==> src/rtl/wb_regfile.sv <==
// Writeback stage and 32x32 general register file: selects/formats the W-stage value,
// commits it on the clock edge, and serves two write-through read ports. Define GRF_TRACE_EN for a commit trace.
module wb_regfile #(
    parameter logic [31:0] LINK_OFFSET = 32'd4,
    parameter logic [31:0] RESET_VAL   = 32'h0000_0000
) (
    input  logic        clk,
    input  logic        reset,
    input  logic [31:0] INSTR_W,
    input  logic [4:0]  RegWrite_W,
    input  logic [31:0] ALUOUT_W,
    input  logic [31:0] DMOUT_W,
    input  logic [31:0] PC4_W,
    input  logic [31:0] MDdata_W,
    input  logic [4:0]  A1,
    input  logic [4:0]  A2,
    output logic [31:0] RD1,
    output logic [31:0] RD2,
    output logic        WE_W,
    output logic [31:0] WD_W
);

    localparam logic [5:0] OP_SPECIAL = 6'h00;
    localparam logic [5:0] OP_JAL     = 6'h03;
    localparam logic [5:0] OP_LB      = 6'h20;
    localparam logic [5:0] OP_LH      = 6'h21;
    localparam logic [5:0] OP_LW      = 6'h23;
    localparam logic [5:0] OP_LBU     = 6'h24;
    localparam logic [5:0] OP_LHU     = 6'h25;
    localparam logic [5:0] FN_JALR    = 6'h09;
    localparam logic [5:0] FN_MFHI    = 6'h10;
    localparam logic [5:0] FN_MFLO    = 6'h12;

    typedef enum logic [1:0] {SRC_ALU, SRC_LOAD, SRC_LINK, SRC_MD} src_e;

    logic [5:0]  opcode;
    logic [5:0]  funct;
    logic        unused_instr;
    src_e        src;
    logic [31:0] regs [32];

    assign opcode       = INSTR_W[31:26];
    assign funct        = INSTR_W[5:0];
    assign unused_instr = ^INSTR_W[25:6];

    // Extract the addressed byte/halfword of the memory word and extend it.
    function automatic logic [31:0] format_load(input logic [5:0] op,
                                                input logic [31:0] word,
                                                input logic [1:0] off);
        logic signed [7:0]  byte_s;
        logic signed [15:0] half_s;
        case (off)
            2'd0:    byte_s = signed'(word[7:0]);
            2'd1:    byte_s = signed'(word[15:8]);
            2'd2:    byte_s = signed'(word[23:16]);
            default: byte_s = signed'(word[31:24]);
        endcase
        half_s = off[1] ? signed'(word[31:16]) : signed'(word[15:0]);
        case (op)
            OP_LB:   format_load = 32'(byte_s);
            OP_LBU:  format_load = {24'b0, byte_s};
            OP_LH:   format_load = 32'(half_s);
            OP_LHU:  format_load = {16'b0, half_s};
            default: format_load = word;
        endcase
    endfunction

    always_comb begin
        src = SRC_ALU;
        case (opcode)
            OP_LB, OP_LBU, OP_LH, OP_LHU, OP_LW: src = SRC_LOAD;
            OP_JAL:                              src = SRC_LINK;
            OP_SPECIAL: begin
                if (funct == FN_JALR)
                    src = SRC_LINK;
                else if (funct == FN_MFHI || funct == FN_MFLO)
                    src = SRC_MD;
            end
            default: ;
        endcase
    end

    always_comb begin
        WD_W = ALUOUT_W;
        case (src)
            SRC_LOAD: WD_W = format_load(opcode, DMOUT_W, ALUOUT_W[1:0]);
            SRC_LINK: WD_W = PC4_W + LINK_OFFSET;
            SRC_MD:   WD_W = MDdata_W;
            default:  WD_W = ALUOUT_W;
        endcase
    end

    // Gating with reset also suppresses write-through while reset is held.
    assign WE_W = (RegWrite_W != 5'd0) && !reset;

    always_ff @(posedge clk) begin
        if (reset) begin
            for (int i = 0; i < 32; i++)
                regs[i] <= RESET_VAL;
        end else if (WE_W) begin
            regs[RegWrite_W] <= WD_W;
        end
    end

    always_comb begin
        if (A1 == 5'd0)
            RD1 = 32'd0;
        else if (WE_W && A1 == RegWrite_W)
            RD1 = WD_W;
        else
            RD1 = regs[A1];

        if (A2 == 5'd0)
            RD2 = 32'd0;
        else if (WE_W && A2 == RegWrite_W)
            RD2 = WD_W;
        else
            RD2 = regs[A2];
    end

`ifdef GRF_TRACE_EN
    always_ff @(posedge clk) begin
        if (WE_W)
            $display("@%h: $%d <= %h", PC4_W - 32'd4, RegWrite_W, WD_W);
    end
`else
`endif

endmodule

==> config.mk <==
export PLATFORM = sky130hd
export DESIGN_NAME = wb_regfile
export DESIGN_NICKNAME = d
export VERILOG_FILES = /design/src/rtl/wb_regfile.sv
export SDC_FILE = /design/constraint.sdc
export NUM_CORES = 2
export LEC_CHECK = 0
export CORE_ASPECT_RATIO = 1.1
export CORE_MARGIN = 5
export CORE_UTILIZATION = 40
export CTS_BUF_LIST = sky130_fd_sc_hd__clkbuf_4 sky130_fd_sc_hd__clkbuf_8
export DETAILED_ROUTE_END_ITERATION = 6
export PLACE_DENSITY = 0.53
export SETUP_SLACK_MARGIN = 0.3
export SYNTH_ARGS = -nofsm -noshare
export SYNTH_HDL_FRONTEND = slang
export SYNTH_SLANG_ARGS = --single-unit
==> constraint.sdc <==
create_clock -name clk -period 4.8 [get_ports clk]
set_clock_uncertainty 0.15 [all_clocks]
set_input_delay 0.48 -clock clk [delete_from_list [all_inputs] [get_ports clk]]
set_output_delay 0.48 -clock clk [all_outputs]
set_load 0.02 [all_outputs]
==> impl_metrics.yaml <==
grt:
  grt_pass1_vias: 40566
  gr-total-overflow: 0
  grt_max_degree: 58
  grt_pass1_wl_mm: 303
  grtUsageTotal_pct: 29.7
  antenna_found_initial: 6
placement:
  gp_congestion: 0.910
  port_buffers: 253
  place_hpwl_mm: 141
floorplanning:
  core_region_area_um2: 138000
  std_cell_rows: 143
  die_h_um: 400
  start_util_pct: 40.1
  ios: 274
  chipWidth_um: 364
  die_area_um2: 146000
worst_setup_path:
  critPathKind: "in -> out"
  cp-start-kind: "input port"
  worstPathRequired_ns: 4.17
  max_stage_delay_ns: 0.54
  cpMaxStageDelayCell: "nor3_1"
  end_kind: "primary output"
  arrival_ns: 3.85
  crit_family: "buffers and inverters"
  crit_buf_inv: 4
  crit_chain: "clkdlybuf4s50_1, nor3_1, a21oi_1, and3_2, buf_12, a221o_1, nor3_1, a211oi_2, buf_4, clkdlybuf4s50_1"
  worst-path-max-fanout: 29
power:
  design_power_total_mw: 22.3
  peakVddDrop_mv: 0.250
  cellPowerDensity_nw_per_um2: 341
  leakagePower_nw: 23.0
layout:
  final_util_pct: 47.5
  final_cell_mix: "nor2_1, edfxtp_1, mux4_2, buf_4, clkdlybuf4s50_1"
  layout_commonest_cell: "nor2_1"
  syn_to_final_growth_pct: 18.4
  fillCellCount: 12348
  nets: 4583
  largest_reg_flops: 1024
  reg.largest.list: "regs x1024"
  drive_gt1_share_pct: 29.9
  top_register: "regs"
sta:
  whs_ns: 0.240
  finalCriticalPeriod_ns: 4.48
  timing.fmax_mhz: 223
  fin_crit_sh_pct: 93.4
  setup_viol: 0
  slew_violations: 0
  slew-limit-headroom_pct: 29.7
  final.setup.tns_ns: 0
  finalHoldViolCount: 0
  rsz0062_at_grt: "yes"
  tightest_slew_ns: 1.05
synthesis:
  synth-edff-count: 1024
  yosysWarnings: 0
  ys_seq_elements: 1024
  yosysUniqueCellTypes: 86
  post-synth-top-area-cell: "edfxtp_1"
  synthFlopType: "edfxtp_1"
  avgSynthCellArea_um2: 13.8
  synth_area_leaders: "edfxtp_1, mux4_2, nor2_1, a22oi_1, mux2i_1"
  synth-seq-area-share_pct: 55.6
  syn_inst: 4001
  synth_area_um2: 55300
  async_flop_share_pct: 0
  yosysTopAreaCellShare_pct: 55.6
run:
  cap_violations: 0
route:
  ant_nets: 0
  vias_per_cell: 6.31
  vias: 40155
  routedWlPerCell_um: 34.3
  dr.pass1.iters: 5
  first_iter_violations: 5039
  routed_wl_mm: 218
  drc_errors: 0
clocking:
  clock-sinks: 1024
  htree_levels: 4
  cts_tree: "built"
  clk_pin_slew_ns: 0.06
  cts_buffers: 179
  clk_path_buf_depth: 3
  root_buffer: "clkbuf_8"
worst_hold_path:
  hold_class: "in -> reg"
run_status:
  status: "complete, no violations"
## synthesized netlist by cell type (24+ instances only)
| cell | number |
|---|---|
| nand3_1 | 24 |
| nor2_1 | 1081 |
| clkbuf_1 | 212 |
| buf_2 | 146 |
| nand2b_1 | 48 |
| buf_4 | 34 |
| edfxtp_1 | 1024 |
| mux4_2 | 516 |
| a211oi_1 | 52 |
| a21oi_1 | 70 |
| mux2i_1 | 87 |
| inv_1 | 33 |
| nand2_1 | 80 |
| o21ai_0 | 38 |
| nor3_1 | 61 |
| a221o_1 | 33 |
| a22oi_1 | 123 |
## layer usage
layer  GRT usage, %  up-vias  part of all wire (%)
li1               -    16251                     -
met1           38.8    21093                    38
met2           48.6     2306                    48
met3           4.94      505                   8.3
met4           14.7        0                   5.8
met5              0        -                     0
## final timing paths
path	start	endpoint	slack, ns	depth (start not counted)
worst max-delay path	RegWrite_W[2]	RD2[21]	0.32	10
worst min-delay path	reset	regs[0][14]	0.24	2
## cell families (layout without fill, tap and decap cells)
kind of cell    count (synthesis)  after routing  synth area share (%)
compound gates                446            446                  6.27
xor+xnor                       34             34                 0.539
fa+ha+maj                       1              1                0.0226
buf+inv                       468            975                  3.94
flops                        1024           1024                  55.6
mux                           616            616                  22.9
other cells                     1             40               0.00678
simple gates                 1411           1411                  10.7
## per-stage QoR
step | cells | setup slack, ns | instance area, um2
after floorplan | 4032 | 1.04 | 55400
after global placement | 6031 | 0.0132 | 61800
after detailed placement | 6031 | 0.0132 | 61800
after CTS | 6348 | 0.301 | 65300
after global routing | 6357 | 0.261 | 65500
final | 6359 | 0.317 | 65500
## layout make-up
| cell class | count | area (um2) | share of cell area [%] |
|---|---|---|---|
| diodes | 8 | 20.0 | 0.0306 |
| clock buffers | 251 | 3020 | 4.62 |
| clock inverters | 64 | 354 | 0.541 |
| inverters | 39 | 146 | 0.224 |
| multi-input cells | 2540 | 22900 | 35.1 |
| flip-flops and latches | 1024 | 30700 | 47.0 |
| well taps | 1812 | 2270 | 3.46 |
| repair buffers | 621 | 5960 | 9.11 |
## power breakdown
part | total (mW) | internal, mW | switching, mW
Combinational | 3.84 | 1.64 | 2.20
Clock | 7.88 | 4.14 | 3.74
Sequential | 10.6 | 10.4 | 0.240
Total | 22.3 | 16.2 | 6.18
## timing repair
item | 4_1_cts | 5_1_grt
hold buffers | 0 | 0
buffers inserted | 2 | 3
endpoints found under the setup margin | 28 | 51
gates resized for setup | 16 | 35
pin swaps | 2 | 4
Note: power is estimated with default switching activity, not from simulation.
